## config.mk

```make
export PLATFORM = sky130hd
export DESIGN_NAME = alu_sequencer
export DESIGN_NICKNAME = d
export VERILOG_FILES = /design/src/rtl/alu_sequencer.sv
export SDC_FILE = /design/constraint.sdc
export NUM_CORES = 1
export LEC_CHECK = 0
export BUFFER_PORTS_ARGS = -buffer_cell sky130_fd_sc_hd__buf_2
export CORE_ASPECT_RATIO = 0.7
export CORE_MARGIN = 2
export CORE_UTILIZATION = 40
export CTS_BUF_LIST = sky130_fd_sc_hd__clkbuf_8
export DETAILED_ROUTE_END_ITERATION = 6
export MAX_ROUTING_LAYER = met4
export PLACE_DENSITY_LB_ADDON = 0.05
export SYNTH_ARGS = -nofsm -noshare
export SYNTH_HDL_FRONTEND = slang
export SYNTH_SLANG_ARGS = --single-unit
```

## constraint.sdc

```tcl
create_clock -name clk -period 7.8 [get_ports clk]
set_input_delay 0.78 -clock clk [delete_from_list [all_inputs] [get_ports clk]]
set_output_delay 0.78 -clock clk [all_outputs]
set_load 0.03 [all_outputs]
```

## src/rtl/alu_sequencer.sv

```systemverilog
// Single-issue ALU sequencer with a valid/ready request and response.
// Add, sub, logic and compare ops take one EXEC cycle. Shifts walk one bit
// position per EXEC cycle. The result is held in DONE until the consumer
// takes it.
module alu_sequencer (
    input  logic        clk,
    input  logic        rstN,
    input  logic        reqValid,
    output logic        reqReady,
    input  logic [31:0] opA,
    input  logic [31:0] opB,
    input  logic [3:0]  aluOutSel,
    output logic        respValid,
    input  logic        respReady,
    output logic [31:0] aluOut,
    output logic        illegalOp,
    output logic        busy,
    output logic [15:0] opCount
);

    typedef enum logic [1:0] {IDLE, EXEC, DONE} state_t;

    localparam logic [3:0] OP_ADD  = 4'b0000;
    localparam logic [3:0] OP_SUB  = 4'b0001;
    localparam logic [3:0] OP_XOR  = 4'b0010;
    localparam logic [3:0] OP_OR   = 4'b0011;
    localparam logic [3:0] OP_AND  = 4'b0100;
    localparam logic [3:0] OP_SLT  = 4'b0101;
    localparam logic [3:0] OP_SLTU = 4'b0110;
    localparam logic [3:0] OP_SLL  = 4'b0111;
    localparam logic [3:0] OP_SRL  = 4'b1000;

    state_t      r_state;
    logic [31:0] r_acc;
    logic [31:0] r_opB;
    logic [3:0]  r_sel;
    logic [4:0]  r_cnt;
    logic [31:0] r_aluOut;
    logic        r_illegal;
    logic [15:0] r_opCount;

    logic [31:0] w_result;
    logic        w_illegal;
    logic        w_isShift;
    logic [31:0] w_shifted;

    // Single-cycle result for the non-shift ops; unknown opcodes flag illegal with a zero result
    always_comb begin
        w_result  = '0;
        w_illegal = 1'b0;
        case (r_sel)
            OP_ADD:  w_result = r_acc + r_opB;
            OP_SUB:  w_result = r_acc - r_opB;
            OP_XOR:  w_result = r_acc ^ r_opB;
            OP_OR:   w_result = r_acc | r_opB;
            OP_AND:  w_result = r_acc & r_opB;
            OP_SLT:  w_result = {31'd0, $signed(r_acc) < $signed(r_opB)};
            OP_SLTU: w_result = {31'd0, r_acc < r_opB};
            OP_SLL,
            OP_SRL:  w_result = r_acc;
            default: w_illegal = 1'b1;
        endcase
    end

    assign w_isShift = (r_sel == OP_SLL) || (r_sel == OP_SRL);
    assign w_shifted = (r_sel == OP_SLL) ? {r_acc[30:0], 1'b0} : {1'b0, r_acc[31:1]};

    // Sequencer FSM: capture on request, iterate or compute in EXEC, hold in DONE
    always_ff @(posedge clk or negedge rstN) begin
        if (!rstN) begin
            r_state   <= IDLE;
            r_acc     <= '0;
            r_opB     <= '0;
            r_sel     <= '0;
            r_cnt     <= '0;
            r_aluOut  <= '0;
            r_illegal <= 1'b0;
            r_opCount <= '0;
        end else begin
            case (r_state)
                IDLE: begin
                    if (reqValid) begin
                        r_acc   <= opA;
                        r_opB   <= opB;
                        r_sel   <= aluOutSel;
                        r_cnt   <= opB[4:0];
                        r_state <= EXEC;
                    end
                end
                EXEC: begin
                    if (w_isShift) begin
                        if (r_cnt == 5'd0) begin
                            // Zero shift amount passes the operand straight through
                            r_aluOut  <= r_acc;
                            r_illegal <= 1'b0;
                            r_state   <= DONE;
                        end else begin
                            r_acc <= w_shifted;
                            r_cnt <= r_cnt - 5'd1;
                            if (r_cnt == 5'd1) begin
                                r_aluOut  <= w_shifted;
                                r_illegal <= 1'b0;
                                r_state   <= DONE;
                            end
                        end
                    end else begin
                        r_aluOut  <= w_result;
                        r_illegal <= w_illegal;
                        r_state   <= DONE;
                    end
                end
                DONE: begin
                    if (respReady) begin
                        r_opCount <= r_opCount + 16'd1;
                        r_state   <= IDLE;
                    end
                end
                default: r_state <= IDLE;
            endcase
        end
    end

    assign reqReady  = (r_state == IDLE);
    assign busy      = (r_state != IDLE);
    assign respValid = (r_state == DONE);
    assign aluOut    = r_aluOut;
    assign illegalOp = r_illegal;
    assign opCount   = r_opCount;

endmodule

```

# Word level (Yosys, flattened, before mapping)
# Cells that the tools add are included.
# Widths: inputs -> output; s select.
# word_totals
regBits	124
latchBits	0
ram_bits	0
rom_bits	0
inputBits	72
out_inout_bits	52
mem_count	0
# classes
n_addsub	4
multipliers	0
n_div	0
magnitude_cmp	2
eq_ne	17
shifts	0
n_mux	23
bitwise	3
n_reduce_logical	13
# ops
cell	count
$pmux 32 s8	1
$mux 32	7
$lt 32x32->1	2
$pmux 32 s2	1
$add 32x32->32	1
$and 32x32->32	1
$or 32x32->32	1
$sub 32x32->32	1
$xor 32x32->32	1
$add 16x1->16 const B	1
$eq 4x3->1 const B	4
$mux 5	3
$mux 2	5
$pmux 5 s2	1
$reduce_or 9->1	1
$eq 4x2->1 const B	2
$ne 2x2->1 const B	3
$pmux 2 s3	1
$reduce_and 2->1	3
$eq 5x1->1 const B	1
$logic_not 5->1	1
$sub 5x1->5 const B	1
$eq 4x1->1 const B	1
$eq 4x4->1 const B	1
13 further kinds	17

# Longest topological paths before layout
# depth
word_depth	5
mapped_depth	12
depth_no_buf	12

# Least setup slack after synthesis
# No wires, ideal clock.
# synth_timing
path_type	flip-flop to flip-flop
from	register r_acc[12]
to	register r_aluOut[20], in the netlist aluOut[20]
setup_time_ns	0.133
arrival_ns	2.916
t_required_ns	7.667
setup_slack_ns	4.750
stages_incl_launch_ff	13
n_path_buf	1
synth_period_minus_slack_ns	3.050
cell_sequence	dfrtp_1 inv_1 ha_1 buf_2 or4_1 or4_1 a211oi_2 nor4_1 o21ai_0 o21ai_1 xnor2_1 a2111oi_0 nor2_1
# synth_between
elab_chain_cells	3
word_cells_on_any_way	4
cone_classes	2 x add/sub; 2 x mux
# synth_lines
item	line_no	source
from (decl)	34	logic [31:0] r_acc;
from (signal assigned)	83	r_acc <= opA;
from (signal assigned)	98	r_acc <= w_shifted;
$sub 32x32->32 or $add 32x32->32 (tied branches)	53, 52	
$pmux 32 s8 *	51	case (r_sel)
$mux 32 *	91	if (w_isShift) begin
to (signal assigned)	94	r_aluOut <= r_acc;
to (signal assigned)	101	r_aluOut <= w_shifted;
to (signal assigned)	107	r_aluOut <= w_result;
to (decl)	38	logic [31:0] r_aluOut;
# Mark *: on every way between the ends. The rest lies on a longest branch, timed or not.
# A chain may end at the register's enable or synchronous reset.

# Worst setup path after layout
# layout_timing
from	register r_sel[1]
to	register r_aluOut[30], in the netlist aluOut[30]
# layout_between
elab_chain_cells	5
word_cells_on_any_way	18
cone_classes	9 x eq/ne; 5 x mux; 4 x reduce/logical
# layout_lines
item	line_no	source
from (decl)	36	logic [3:0] r_sel;
from (signal assigned)	85	r_sel <= aluOutSel;
parallel branches: the longest is 5 deep, another holds $pmux 32 s8	--	
# Parallel ways; which one is timed is not known. The select of a mux whose other input is x is not followed.

==> metrics.txt <==
clock slew at reported path FFs 90 ps; wire per inst 21.65 um; diodes inserted 0; RSZ-0062 raised after global routing false; synthesized area per cell 7.537 um^2; setup TNS 0 ps; CP Capture Type flop; Post-CTS Setup Inserts 0; Leak 5.696 nW; Pint 0.002842 W; Clk Latency, worst-skew pair 510 ps; Via Count 11.54k; Worst Path Required 8230 ps; fmax 259.0 MHz; share of power burned in registers 19.1%; yosys warns 0; Initial DRC Count 1272; most common cell after layout, fill and taps aside nor2_1; vias in the first global route 10.73k; WP data arrival 4290 ps; largest net degree at the start of global routing 77; Comb power frac 71.3%; CTS tree done; Final HPWL DP 30.63 mm; startpoint types flop; Clock Power Share 9.5%; vias per cell 5.897; Switching Share 57.29%; cells on worst reg2reg path 10; DRC 0; GRT Total Usage 29.76%; worst slack, placed 3958 ps; H-Tree Depth 4; final hold violations 0; WS Path Type reg2reg; Mapped Nets 1702; Seq/Total Area, Yosys 27.25%; Starting Density 40.84%; fraction of registers with async set/reset 100.0%; relative slew slack 12.04%; CTS buffer count 17; Area growth syn-to-layout 11.36%; Worst Path Max Fanout 33; total grt overflow 0; Hold/Removal Path Class in2async; Ports 124; Post-Route WL 42.34 mm; antenna violations before repair 1; Yosys reg bits 124; Die Wd 205.7 um; DRT Pass-1 Iters 5; Yosys cell types 79; Synth Flop Type dfrtp_1; Core Region 0.02789 mm^2; final critical-path share of the clock period 49.50%; worst setup slack after layout 3939 ps; final antenna-violating net count 0; clock sinks 124; FF+latch area 0.003103 mm^2; synthesized area 0.01139 mm^2; most frequent cells in the layout nor2_1 (184), a21oi_1 (157), nand2_1 (154), o21ai_0 (142), dfrtp_1 (124); # Max-Cap Violations 0; multi-input logic area 0.007561 mm^2; clock root buffer clkbuf_8; slew at the pin closest to its max-slew limit 1309 ps; share of cells above drive strength 1 12.93%; cell count after synthesis 1511; count of hold buffers inserted by post-cts repair 0; Final min period 3861 ps; die height 145.2 um; Layout fillers 2866; status finished, final reports clean; sw power 0.003812 W; EDFF count, synth 0; port bufs 123; Worst Skew 16.94 ps; GP Congestion 0.9241; # resized after CTS 0; final setup violation count 0; row cnt 51; global-route wire length before repair 66.27 mm; Total Nets Final 1764; Power Density 524.7 mW/mm^2; peak supply drop 0.0002419 V; Slew Viols, Final 0; clk buf depth 2; Die Area 0.02986 mm^2
==> flip-flops by register name, indices dropped and copies added (netlist names) <==
name,count
aluOut,32
r_acc,32
r_opB,32
opCount,16
r_cnt,5
r_sel,4
r_state,2
illegalOp,1
==> power groups by stage <==
stage          sequential, W  clock (W)  combinational (W)
3_3_place_gp         0.00127          0            0.00466
4_1_cts              0.00127   0.000649            0.00467
5_1_grt              0.00132   0.000680            0.00523
6_report             0.00127   0.000635            0.00475
3_5_place_dp         0.00128          0            0.00463
2_1_floorplan        0.00131          0            0.00325
==> per-layer routing <==
metal  part of all wire (%)  vias up  GRT usage, %
li1                       -     5523             -
met1                     53     5536         47.44
met2                     39      446         37.69
met3                    7.4       30         6.312
met4                    1.0        0         4.964
met5                      0        -             -
==> synth_stat cells, types with 16 or more instances <==
library cell / instances / share of area (%)
nor3_1: 26 / 1.1
xnor2_1: 31 / 2.4
nand3_1: 22 / 0.97
nand2_1: 154 / 5.1
a21o_1: 19 / 1.3
nor2_1: 184 / 6.1
dfrtp_1: 124 / 27
inv_1: 97 / 3.2
a21oi_1: 158 / 6.9
a2111oi_0: 16 / 1.2
o211ai_1: 24 / 1.6
a211oi_1: 21 / 1.4
o21ai_0: 142 / 6.2
ha_1: 117 / 13
a221oi_1: 23 / 1.8
clkbuf_1: 83 / 2.7
nor2b_1: 17 / 0.93
==> layout make-up <==
cell class,count,area share (%)
multi-input combinational,1189,59.62
sequential,124,24.47
timing repair buffer,143,6.087
tap,371,3.660
inverter,98,2.901
clock buffer,18,1.953
clock inverter,13,1.312
==> metrics by stage <==
stage,cell area [um^2],hold slack (ps),total power [W],instances,utilization [%]
after floorplan,11390,471.3,0.004555,1511,-
after detailed placement,12270,467.7,0.005910,1925,43.99
after global placement,12270,461.5,0.005929,1925,43.99
after global routing,12680,296.3,0.007225,1956,45.48
after CTS,12680,275.9,0.006584,1956,45.48
final,12680,265.5,0.006654,1956,45.48
==> final timing paths <==
check	end	from	slack, ps
worst max-delay path	aluOut[30]$_DFFE_PN0P_	r_sel[1]$_DFFE_PN0P_	3940
worst min-delay path	aluOut[11]$_DFFE_PN0P_	rstN	270
worst max register to register	aluOut[30]$_DFFE_PN0P_	r_sel[1]$_DFFE_PN0P_	3940
worst min register to register	opCount[15]$_DFFE_PN0P_	opCount[15]$_DFFE_PN0P_	480
max in group asynchronous	r_acc[0]$_DFFE_PN0P_	rstN	6240
min in group clk	r_opB[7]$_DFFE_PN0P_	opB[7]	470
==> worst max-delay path: stages (launching register included) <==
cell,delay (ps)
dfrtp_1,1060
nand4b_1,210
a21bo_2,760
nand2_1,150
nand2_1,390
buf_4,500
a221o_1,250
nor2_1,50
nand3_1,100
nand4_1,120
a31oi_1,190
==> kinds of logic after synthesis <==
logic type      count (synthesis)  share of synthesized area, %
compound gates                544                         30.61
simple gates                  485                         19.03
buf+inv                       198                         6.691
flops                         124                         27.25
fa+ha+maj                     119                         13.21
xor+xnor                       37                         2.846
mux                             4                        0.3735
Note: power is estimated with default switching activity, not from simulation.
